File: src/rtl/uart_param.sv
// Parameterised UART: shared 16x oversample tick, TX and RX engines.
// Ports: clk, rst_n, cfg_* frame setup, tx_* word in / serial out, rx_* serial in / word out.
module uart_param #(
  parameter int DW    = 8,
  parameter int DIV_W = 16
) (
  input  logic             clk,
  input  logic             rst_n,
  input  logic [DIV_W-1:0] cfg_div,
  input  logic [3:0]       cfg_dbits,
  input  logic             cfg_par_en,
  input  logic             cfg_par_odd,
  input  logic             cfg_stop2,
  input  logic [DW-1:0]    tx_data,
  input  logic             tx_valid,
  output logic             tx_ready,
  output logic             tx_out,
  input  logic             rx_in,
  output logic [DW-1:0]    rx_data,
  output logic             rx_valid,
  input  logic             rx_ready,
  output logic             rx_parity_err,
  output logic             rx_frame_err,
  output logic             rx_overrun
);

  typedef enum logic [2:0] {
    S_IDLE, S_START, S_DATA, S_PAR, S_STOP
  } state_t;

  function automatic logic [3:0] clamp_bits(input logic [3:0] d);
    if (d < 4'd5)
      return 4'd5;
    else if (d > 4'(DW))
      return 4'(DW);
    else
      return d;
  endfunction

  function automatic logic [DW-1:0] bit_mask(input logic [3:0] d);
    logic [DW-1:0] m;
    m = '0;
    for (int i = 0; i < DW; i++)
      m[i] = (i < int'(d));
    return m;
  endfunction

  logic [3:0] dbits_c;
  assign dbits_c = clamp_bits(cfg_dbits);

  // Tick divider; first cycle after reset loads cfg_div.
  logic [DIV_W-1:0] div_cnt;
  logic             div_run;
  logic             tick;

  assign tick = div_run && (div_cnt == '0);

  always_ff @(posedge clk or negedge rst_n) begin
    if (!rst_n) begin
      div_cnt <= '0;
      div_run <= 1'b0;
    end else if (!div_run || div_cnt == '0) begin
      div_cnt <= cfg_div;
      div_run <= 1'b1;
    end else begin
      div_cnt <= div_cnt - 1'b1;
    end
  end

  // ---------------- TX ----------------
  state_t        tx_st, tx_st_n;
  logic [3:0]    tx_tc, tx_tc_n;
  logic [3:0]    tx_idx, tx_idx_n;
  logic [DW-1:0] tx_sh, tx_sh_n;
  logic [3:0]    tx_nb, tx_nb_n;
  logic          tx_pen, tx_pen_n;
  logic          tx_pb, tx_pb_n;
  logic          tx_s2, tx_s2_n;
  logic          tx_end;

  assign tx_end = tick && (tx_tc == 4'd15);

  always_ff @(posedge clk or negedge rst_n) begin
    if (!rst_n) begin
      tx_st  <= S_IDLE;
      tx_tc  <= '0;
      tx_idx <= '0;
      tx_sh  <= '0;
      tx_nb  <= 4'd5;
      tx_pen <= 1'b0;
      tx_pb  <= 1'b0;
      tx_s2  <= 1'b0;
    end else begin
      tx_st  <= tx_st_n;
      tx_tc  <= tx_tc_n;
      tx_idx <= tx_idx_n;
      tx_sh  <= tx_sh_n;
      tx_nb  <= tx_nb_n;
      tx_pen <= tx_pen_n;
      tx_pb  <= tx_pb_n;
      tx_s2  <= tx_s2_n;
    end
  end

  always_comb begin
    tx_st_n  = tx_st;
    tx_tc_n  = tx_tc;
    tx_idx_n = tx_idx;
    tx_sh_n  = tx_sh;
    tx_nb_n  = tx_nb;
    tx_pen_n = tx_pen;
    tx_pb_n  = tx_pb;
    tx_s2_n  = tx_s2;
    tx_ready = 1'b0;
    tx_out   = 1'b1;
    if (tx_st != S_IDLE && tick)
      tx_tc_n = tx_tc + 4'd1;
    unique case (tx_st)
      S_IDLE: begin
        tx_ready = 1'b1;
        if (tx_valid) begin
          tx_sh_n  = tx_data;
          tx_nb_n  = dbits_c;
          tx_pen_n = cfg_par_en;
          tx_pb_n  = (^(tx_data & bit_mask(dbits_c))) ^ cfg_par_odd;
          tx_s2_n  = cfg_stop2;
          tx_tc_n  = '0;
          tx_idx_n = '0;
          tx_st_n  = S_START;
        end
      end
      S_START: begin
        tx_out = 1'b0;
        if (tx_end) begin
          tx_idx_n = '0;
          tx_st_n  = S_DATA;
        end
      end
      S_DATA: begin
        tx_out = tx_sh[0];
        if (tx_end) begin
          tx_sh_n = tx_sh >> 1;
          if (tx_idx == tx_nb - 4'd1) begin
            tx_idx_n = '0;
            tx_st_n  = tx_pen ? S_PAR : S_STOP;
          end else begin
            tx_idx_n = tx_idx + 4'd1;
          end
        end
      end
      S_PAR: begin
        tx_out = tx_pb;
        if (tx_end) begin
          tx_idx_n = '0;
          tx_st_n  = S_STOP;
        end
      end
      S_STOP: begin
        tx_out = 1'b1;
        if (tx_end) begin
          if (tx_s2 && tx_idx == 4'd0)
            tx_idx_n = 4'd1;
          else
            tx_st_n = S_IDLE;
        end
      end
      default: tx_st_n = S_IDLE;
    endcase
  end

  // ---------------- RX ----------------
  logic [1:0] sync;
  logic       rxs;

  always_ff @(posedge clk or negedge rst_n) begin
    if (!rst_n)
      sync <= 2'b11;
    else
      sync <= {sync[0], rx_in};
  end

  assign rxs = sync[1];

  state_t        rx_st, rx_st_n;
  logic [3:0]    rx_tc, rx_tc_n;
  logic [3:0]    rx_idx, rx_idx_n;
  logic [DW-1:0] rx_sh, rx_sh_n;
  logic [1:0]    rx_v, rx_v_n;
  logic [3:0]    rx_nb, rx_nb_n;
  logic          rx_pen, rx_pen_n;
  logic          rx_podd, rx_podd_n;
  logic          rx_pbit, rx_pbit_n;
  logic          rx_samp, rx_end, maj;
  logic          done, done_perr, done_ferr;

  assign rx_samp = tick && (rx_tc == 4'd9);
  assign rx_end  = tick && (rx_tc == 4'd15);
  // Votes from ticks 7 and 8 plus the live tick-9 sample.
  assign maj = (rx_v[1] & rx_v[0]) | (rx_v[1] & rxs) | (rx_v[0] & rxs);

  always_ff @(posedge clk or negedge rst_n) begin
    if (!rst_n) begin
      rx_st   <= S_IDLE;
      rx_tc   <= '0;
      rx_idx  <= '0;
      rx_sh   <= '0;
      rx_v    <= 2'b11;
      rx_nb   <= 4'd5;
      rx_pen  <= 1'b0;
      rx_podd <= 1'b0;
      rx_pbit <= 1'b0;
    end else begin
      rx_st   <= rx_st_n;
      rx_tc   <= rx_tc_n;
      rx_idx  <= rx_idx_n;
      rx_sh   <= rx_sh_n;
      rx_v    <= rx_v_n;
      rx_nb   <= rx_nb_n;
      rx_pen  <= rx_pen_n;
      rx_podd <= rx_podd_n;
      rx_pbit <= rx_pbit_n;
    end
  end

  always_comb begin
    rx_st_n   = rx_st;
    rx_tc_n   = rx_tc;
    rx_idx_n  = rx_idx;
    rx_sh_n   = rx_sh;
    rx_v_n    = rx_v;
    rx_nb_n   = rx_nb;
    rx_pen_n  = rx_pen;
    rx_podd_n = rx_podd;
    rx_pbit_n = rx_pbit;
    done      = 1'b0;
    done_perr = 1'b0;
    done_ferr = 1'b0;
    if (rx_st != S_IDLE && tick) begin
      rx_tc_n = rx_tc + 4'd1;
      if (rx_tc == 4'd7)
        rx_v_n[1] = rxs;
      if (rx_tc == 4'd8)
        rx_v_n[0] = rxs;
    end
    unique case (rx_st)
      S_IDLE: begin
        if (!rxs) begin
          rx_st_n   = S_START;
          rx_tc_n   = '0;
          rx_idx_n  = '0;
          rx_sh_n   = '0;
          rx_nb_n   = dbits_c;
          rx_pen_n  = cfg_par_en;
          rx_podd_n = cfg_par_odd;
        end
      end
      S_START: begin
        if (rx_samp && maj)
          rx_st_n = S_IDLE;
        else if (rx_end)
          rx_st_n = S_DATA;
      end
      S_DATA: begin
        if (rx_samp) begin
          for (int i = 0; i < DW; i++)
            if (rx_idx == 4'(i))
              rx_sh_n[i] = maj;
        end
        if (rx_end) begin
          if (rx_idx == rx_nb - 4'd1)
            rx_st_n = rx_pen ? S_PAR : S_STOP;
          else
            rx_idx_n = rx_idx + 4'd1;
        end
      end
      S_PAR: begin
        if (rx_samp)
          rx_pbit_n = maj;
        if (rx_end)
          rx_st_n = S_STOP;
      end
      S_STOP: begin
        // Leave at the stop centre so the next start edge is not missed.
        if (rx_samp) begin
          done      = 1'b1;
          done_perr = rx_pen && ((^rx_sh ^ rx_podd) != rx_pbit);
          done_ferr = !maj;
          rx_st_n   = S_IDLE;
        end
      end
      default: rx_st_n = S_IDLE;
    endcase
  end

  always_ff @(posedge clk or negedge rst_n) begin
    if (!rst_n) begin
      rx_valid      <= 1'b0;
      rx_data       <= '0;
      rx_parity_err <= 1'b0;
      rx_frame_err  <= 1'b0;
      rx_overrun    <= 1'b0;
    end else begin
      if (rx_valid && rx_ready) begin
        rx_valid   <= 1'b0;
        rx_overrun <= 1'b0;
      end
      if (done) begin
        if (!rx_valid || rx_ready) begin
          rx_valid      <= 1'b1;
          rx_data       <= rx_sh;
          rx_parity_err <= done_perr;
          rx_frame_err  <= done_ferr;
        end else begin
          rx_overrun <= 1'b1;
        end
      end
    end
  end

endmodule

File: config.mk
export PLATFORM = sky130hd
export DESIGN_NAME = uart_param
export DESIGN_NICKNAME = d
export VERILOG_FILES = /design/src/rtl/uart_param.sv
export SDC_FILE = /design/constraint.sdc
export NUM_CORES = 1
export LEC_CHECK = 0
export CAP_MARGIN = 10
export CORE_UTILIZATION = 45
export CTS_CLUSTER_SIZE = 24
export DETAILED_ROUTE_END_ITERATION = 6
export PLACE_DENSITY_LB_ADDON = 0.05
export SYNTH_ARGS = -nofsm -noshare
export SYNTH_HDL_FRONTEND = slang
export SYNTH_SLANG_ARGS = --single-unit
File: constraint.sdc
create_clock -name clk -period 4.3 [get_ports clk]
set_input_delay 0.86 -clock clk [delete_from_list [all_inputs] [get_ports clk]]
set_output_delay 0.86 -clock clk [all_outputs]
set_load 0.02 [all_outputs]
==> impl_metrics.env <==
export IMPL_run_status="completed"
export IMPL_path_clk_slew_ns=0.08
export IMPL_grt_start_max_net_pins=86
export IMPL_detailedRoute_firstPassIterationCount=4
export IMPL_vertical_die_dimension_um=104
export IMPL_via_total_after_detailed_routing=3506
export IMPL_total_length_of_routed_wires_mm=9.69
export IMPL_timing_slew_headroom=0.271
export IMPL_max_stage_delay_ns=0.74
export IMPL_cellLeakagePower_uw=0.00227
export IMPL_rsz0062_at_grt="no"
export IMPL_tritoncts="built"
export IMPL_vdd_ir_drop_worst_mv=0.267
export IMPL_final_instance_count_excl_fill=651
export IMPL_portBuffers=49
export IMPL_fp_dieW_um=104
export IMPL_hold_path_cell_count=0
export IMPL_cts_hold_buffers=0
export IMPL_core_area_sq_um=9950
export IMPL_std_cell_rows=36
export IMPL_finalSetupViolations=0
export IMPL_design_power_total_uw=1880
export IMPL_period_share=0.722
export IMPL_share_of_total_power_in_combinational_logic=0.181
export IMPL_layout_area_overhead_vs_synth_pct=16.7
export IMPL_start_util=0.473
export IMPL_synth_cell_types=64
export IMPL_clock_tree_htree_level_count=3
export IMPL_timing_clock_skew_ns=0.0101
export IMPL_drv_slew=0
export IMPL_clock_sink_count=85
export IMPL_timing_critical_path_cells="nor3_1 -> clkdlybuf4s50_1"
export IMPL_global_route_overflow_total=0
export IMPL_layout_nets=563
export IMPL_cts_made_buffers=9
export IMPL_finalWorstSetupSlack_ns=1.20
export IMPL_dp_cells=635
export IMPL_grt_pass1_vias=3474
export IMPL_max_freq_ghz=0.322
export IMPL_ys_flop_type="sky130_fd_sc_hd__dfrtp_1"
export IMPL_route_detailed_wl_per_inst_um=14.9
export IMPL_synthesized_area_per_cell_sq_um=10.0
export IMPL_regToRegStartpoint="div_cnt[6]"
export IMPL_place_hpwl_mm=6.90
export IMPL_worstSkewPairLatency_ns=0.37
export IMPL_synth_sequential_area_ratio=0.453
export IMPL_preCtsSetupSlack_ns=1.36
export IMPL_worst_setup_path_start_kind="flip-flop"
export IMPL_regToRegEndpoint="rx_pbit"
export IMPL_clock_power_share=0.300
export IMPL_worstMarginPinSlew_ns=1.09
export IMPL_worstPathArrival_ns=2.24
export IMPL_power_net_switching_uw=520
export IMPL_power_per_cell_area_nw_per_um2=341
export IMPL_worst_hold_path_endpoint="sync[1]"
export IMPL_synth_seq_cells=85
export IMPL_crit_path_end_kind="primary output"
export IMPL_die_area_sq_um=10900
export IMPL_hold_viol_final=0
export IMPL_critical_path_slowest_cell="sky130_fd_sc_hd__clkdlybuf4s50_1"
export IMPL_synth_async_sr_flop_share=1.00
export IMPL_hold_path_startpoint="sync[0]"
export IMPL_p_int_uw=1360
export IMPL_filler_cell_count=916
export IMPL_diodes=0
export IMPL_fin_crit_ns=3.10
export IMPL_setup_tns_final_ns=0
export IMPL_max_cap_viol_count=0
export IMPL_viasPerCell=5.39
export IMPL_crit_type="flip-flop to primary output"
export IMPL_critical_path_required_ns=3.44
export IMPL_grt_util_all_layers=0.195
export IMPL_drive_gt1_frac=0.153
export IMPL_worst_r2r_path_depth=5
export IMPL_post_synthesis_cell_count=470
export IMPL_syn_num_nets=520
export IMPL_sw_frac_of_total=0.277
export IMPL_antenna_found_initial=0
export IMPL_drc=0
export IMPL_postRouteAntennaNets=0
export IMPL_cts_setup_buffers=0
export IMPL_post_synth_edffs=0
export IMPL_yosysWarnings=0
export IMPL_cts_repair_resize_count=0
export IMPL_setup_reg_to_reg_worst_slack_ns=1.35
export IMPL_dr_first_iter_drc_count=115
export IMPL_type_of_the_worst_min_delay_path="flip-flop to flip-flop"
export IMPL_ctsRootBufferMaster="sky130_fd_sc_hd__clkbuf_8"
export IMPL_netlist_area_sq_um=4710
export IMPL_seq_power_share=0.519
export IMPL_first_pass_grt_wire_length_mm=16.9
export IMPL_path_max_fanout=11
export IMPL_gp_congestion=0.807
export IMPL_clock_tree_buffer_depth=2
export IMPL_top_level_ports=50
per-stage QoR:
stage	hold WS [ns]	area [sq um]	util
after floorplan	0.345	4710	-
after global placement	0.349	5310	0.533
after detailed placement	0.353	5310	0.533
after CTS	0.368	5500	0.553
after global routing	0.371	5500	0.553
final	0.364	5500	0.553
synth_stat cells (all sizes together), types with 4 or more instances:
master	n	area, sq um
mux2i	5	50.1
dfrtp	77	1930
nor3b	5	37.5
buf	4	18.8
nand2	65	244
nor2	26	100
inv	19	71.3
a31o	9	78.8
dfstp	8	210
nand2b	5	31.3
nor3	11	76.3
a21oi	17	85.1
a41oi	5	43.8
o31ai	5	37.5
or3	6	43.8
mux2	27	304
xnor2	34	298
nand3	14	70.1
o41ai	4	50.1
clkbuf	13	48.8
nor2b	4	25.0
ha	14	175
nor4	7	58.8
o21ai	33	165
and3	6	38.8
xor2	4	35.0
per-layer routing:
metal / GRT usage / wire [um] / vias up
met4: 0.0520 / 78 / 0
li1: - / - / 1746
met1: 0.261 / 4750 / 1696
met2: 0.307 / 4510 / 56
met5: 0 / 0 / -
met3: 0.0570 / 355 / 8
sequential cells by signal, indices dropped and copies added (netlist names), 2 cells and up:
register / count
rx_idx: 4
tx_idx: 4
tx_tc: 4
tx_nb: 4
rx_data: 8
div_cnt: 16
rx_sh: 8
rx_v: 2
rx_st: 3
rx_tc: 4
sync: 2
tx_st: 3
tx_sh: 8
rx_nb: 4
area by class of cell:
| cell class | count | area (sq um) | share of cell area |
|---|---|---|---|
| clock buffers | 11 | 141 | 0.0257 |
| flip-flops and latches | 85 | 2140 | 0.388 |
| well taps | 133 | 166 | 0.0302 |
| repair buffers | 49 | 488 | 0.0887 |
| clock inverters | 5 | 50.0 | 0.00910 |
| multi-input cells | 349 | 2450 | 0.445 |
| inverters | 19 | 71.3 | 0.0130 |
power by group through the flow:
stage                     logic, uW  clock network (uW)  registers, uW
after CTS                       345                 590            976
after floorplan                 247                   0            966
after global placement          335                   0            985
after global routing            384                 617            990
after detailed placement        343                   0            990
final                           339                 563            974
cell families after synthesis:
kind of cell / count (synthesis) / synth area share
AO/OA/AOI/OAI: 92 / 0.130
XOR/XNOR: 40 / 0.0802
adder cells (fa/ha/maj): 15 / 0.0393
buffers and inverters: 36 / 0.0295
flip-flops: 85 / 0.453
multiplexers: 32 / 0.0751
other: 1 / 0.000796
AND/OR/NAND/NOR: 169 / 0.192
worst max-delay path, delay by kind of cell, from the launching register on:
| kind | cells | cell delay (ns) |
|---|---|---|
| flops | 1 | 0.49 |
| buf+inv | 1 | 0.74 |
| simple gates | 1 | 0.64 |
cells in the final DEF, fill, tap and decap left out, types with 8 or more instances in the layout:
| cell | count |
|---|---|
| sky130_fd_sc_hd__clkdlybuf4s50_1 | 48 |
| sky130_fd_sc_hd__mux2_2 | 27 |
| sky130_fd_sc_hd__nand3_1 | 14 |
| sky130_fd_sc_hd__nand2_1 | 65 |
| sky130_fd_sc_hd__a21oi_1 | 17 |
| sky130_fd_sc_hd__dfstp_2 | 8 |
| sky130_fd_sc_hd__ha_1 | 14 |
| sky130_fd_sc_hd__xnor2_1 | 34 |
| sky130_fd_sc_hd__a31o_2 | 9 |
| sky130_fd_sc_hd__inv_1 | 19 |
| sky130_fd_sc_hd__nor3_1 | 8 |
| sky130_fd_sc_hd__clkbuf_8 | 10 |
| sky130_fd_sc_hd__nor2_1 | 25 |
| sky130_fd_sc_hd__o21ai_0 | 32 |
| sky130_fd_sc_hd__dfrtp_1 | 77 |
how the worst max path moves through the flow:
stage	startpoint	end	slack (ns)	cells past startpoint
6_report	tx_st[0]	tx_ready	1.20	2
5_1_grt	tx_st[0]	tx_ready	1.10	2
4_1_cts	tx_st[0]	tx_ready	1.23	2
3_5_place_dp	div_cnt[6]	rx_pbit	1.36	5
3_3_place_gp	div_cnt[0]	rx_pbit	1.45	7
2_1_floorplan	tx_st[0]	tx_idx[2]	2.07	7
Note: power is estimated with default switching activity, not from simulation.
==> variant, RTL diff (config.mk and constraints unchanged) <==
The 5 states of `state_t` get a one-hot encoding in 5 bits.
--- a/src/rtl/uart_param.sv
+++ b/src/rtl/uart_param.sv
@@ -25,6 +25,6 @@
 );
 
-  typedef enum logic [2:0] {
-    S_IDLE, S_START, S_DATA, S_PAR, S_STOP
+  typedef enum logic [4:0] {
+    S_IDLE = 5'b00001, S_START = 5'b00010, S_DATA = 5'b00100, S_PAR = 5'b01000, S_STOP = 5'b10000
   } state_t;
 
Check against the original RTL: same outputs for any inputs over 10 cycles, from zero or initial values and one cycle with rst_n low; not proved beyond that.
==> variant against the original RTL <==
Core utilization about the same. Worst setup slack got worse by 0.12 ns. Hold slack got worse by 0.0035 ns. Global-route usage decreased by 0.23 points. Register-to-register slack improved by 0.48 ns. Highest routed layer unchanged. Count of clock-buffer cells in the layout unchanged. Sequential cell count increased by 4. Routed wire length increased by 3.4%. Final area increased by 5.5%. Via count increased by 7.4%. Maximum frequency decreased by 3.6%. Synthesized area increased by 4.9%. Non-clock buffer count increased by 1.
Power is not compared: it rests on default switching activity, and its combinational part moved more than twofold at a synthesized area within 25%.
==> variant: results <==
metrics = {
    "worst_setup_path": {
        "worst_path_largest_cell_delay_ns": 0.61,
        "critical_path.slowest_cell": "sky130_fd_sc_hd__clkdlybuf4s50_1",
        "critPathMaxFanout": 11,
        "critical_path_arrival_ns": 2.36,
    },
    "clocking": {
        "post-cts-setup-buffer-count": 0,
        "htree_levels": 3,
        "cts_resized": 0,
        "clk_latency_ns": 0.36,
        "worst_setup_hold_path_clk_slew_ns": 0.08,
        "cts_root_buf": "sky130_fd_sc_hd__clkbuf_8",
        "max-clock-path-buffers": 2,
        "cts-buffers-inserted": 9,
    },
    "run_status": {
        "outcome": "complete, no violations",
    },
    "yosys": {
        "synthesis.nets": 557,
        "synth_cell_types": 62,
        "synth.yosys.warnings": 0,
        "xor_xnor_cell_area_share_of_the_yosys_netlist": 0.0792,
        "synth_sequential_area_ratio": 0.453,
        "synth_fa_ha_area_frac": 0.0374,
        "synth_async_sr_flop_share": 1.00,
        "synth.area.mux_share": 0.0572,
        "synth-compound-area-share": 0.152,
        "yosys_most_used_dff": "sky130_fd_sc_hd__dfrtp_1",
        "yosys-top-cells-count": "sky130_fd_sc_hd__dfrtp_1, sky130_fd_sc_hd__nand2_1, sky130_fd_sc_hd__o21ai_0",
        "largest_cells_by_area_after_synthesis": "sky130_fd_sc_hd__dfrtp_1, sky130_fd_sc_hd__xnor2_1, sky130_fd_sc_hd__o21ai_0, sky130_fd_sc_hd__dfstp_2, sky130_fd_sc_hd__nand2_1",
    },
    "layout": {
        "drive_above_1_share": 0.128,
        "antenna_cells_inserted": 0,
        "fillerInstances": 979,
        "nets": 606,
        "largest_reg_flops": 16,
        "most_flop_heavy_register": "div_cnt",
    },
    "placement": {
        "place_hpwl_um": 7450,
        "port-buffer-count": 49,
        "worst_setup_slack_post_dpl_ns": 1.41,
        "gp_routability_congestion": 0.876,
    },
    "drt": {
        "drt_pass1_iterations": 5,
        "detailroute.via_count": 3767,
        "drt_iter0_markers": 102,
        "wirelength_um": 10000,
    },
    "power_and_ir_drop": {
        "static_leak_nw": 2.50,
        "peak_ir_drop_on_the_vdd_network_mv": 0.318,
    },
    "sta": {
        "fin_worst_skew_ns": 0.0136,
        "max_slew.worst_pin.slew_ns": 0.992,
    },
    "hold_path": {
        "worstHoldPathType": "reg2reg",
    },
    "grt": {
        "antenna_found_initial": 0,
        "globalRouteTotalUtil": 0.193,
        "first_pass_grt_wire_length_um": 17400,
        "grt_start_max_net_pins": 65,
    },
}
==> variant: changes by cell type in the layout (fill, tap and decap cells not counted), sizes merged, moves of 4 or more <==
| cell | before | now |
|---|---|---|
| o21ai | 33 | 56 |
| a31o | 9 | 0 |
| mux2 | 27 | 18 |
| nor3 | 11 | 20 |
| a21bo | 0 | 8 |
| nand3 | 14 | 20 |
| nand2b | 5 | 9 |
| nand4 | 3 | 7 |
| o41ai | 4 | 0 |
==> variant: power by group <==
group	internal, W	total, W	switching, W
combinational	0.000422	0.000939	0.000517
clock	0.000357	0.000645	0.000288
sequential	0.00100	0.00116	0.000157
total	0.00178	0.00275	0.000963
==> variant: per-stage QoR <==
| step | instances | util | instance area, um^2 |
|---|---|---|---|
| after floorplan | 507 | - | 4940 |
| after global placement | 681 | 0.531 | 5580 |
| after detailed placement | 681 | 0.531 | 5580 |
| after CTS | 697 | 0.552 | 5800 |
| after global routing | 697 | 0.552 | 5800 |
| final | 697 | 0.552 | 5800 |
==> variant: layout make-up <==
cell class	instances	area (um^2)	share of cell area
multi-input combinational	387	2590	0.447
sequential	89	2240	0.386
timing repair buffer	50	495	0.0854
tap	136	170	0.0293
clock buffer	11	151	0.0261
clock inverter	5	77.6	0.0134
inverter	19	76.3	0.0131
==> variant: final timing paths <==
| kind | cells after the start | to | slack [ns] | from |
|---|---|---|---|---|
| min in group asynchronous | 1 | rx_st[3]$_DFFE_PN0P_ | 0.59 | rst_n |
| min | 0 | sync[1]$_DFF_PN1_ | 0.36 | sync[0]$_DFF_PN1_ |
| min reg2reg | 0 | sync[1]$_DFF_PN1_ | 0.36 | sync[0]$_DFF_PN1_ |
| max reg2reg | 4 | div_cnt[15]$_DFF_PN0_ | 1.83 | div_cnt[7]$_DFF_PN0_ |
| max in group asynchronous | 2 | tx_nb[2]$_DFFE_PN1P_ | 2.81 | rst_n |
| max | 4 | tx_ready | 1.08 | tx_st[4]$_DFFE_PN0P_ |
==> variant: per-layer routing <==
| metal | vias to the layer above | track usage | wire length, um |
|---|---|---|---|
| met2 | 54 | 0.319 | 4770 |
| li1 | 1900 | - | - |
| met3 | 11 | 0.0432 | 300 |
| met4 | 0 | 0.0607 | 143 |
| met1 | 1802 | 0.250 | 4810 |
| met5 | - | 0 | 0 |
==> variant: critical path, delay by kind of cell (launching register included) <==
family,cells,cell delay [ns]
buffers and inverters,2,0.71
DFF,1,0.48
and+or+nand+nor,2,0.82
==> variant: kinds of logic after synthesis <==
logic type | after synthesis
other | 1
adders and majority gates | 15
and+or+nand+nor | 181
DFF | 89
AOI/OAI and AO/OA | 121
buffers and inverters | 31
muxes | 26
xor gates and xnor gates | 43
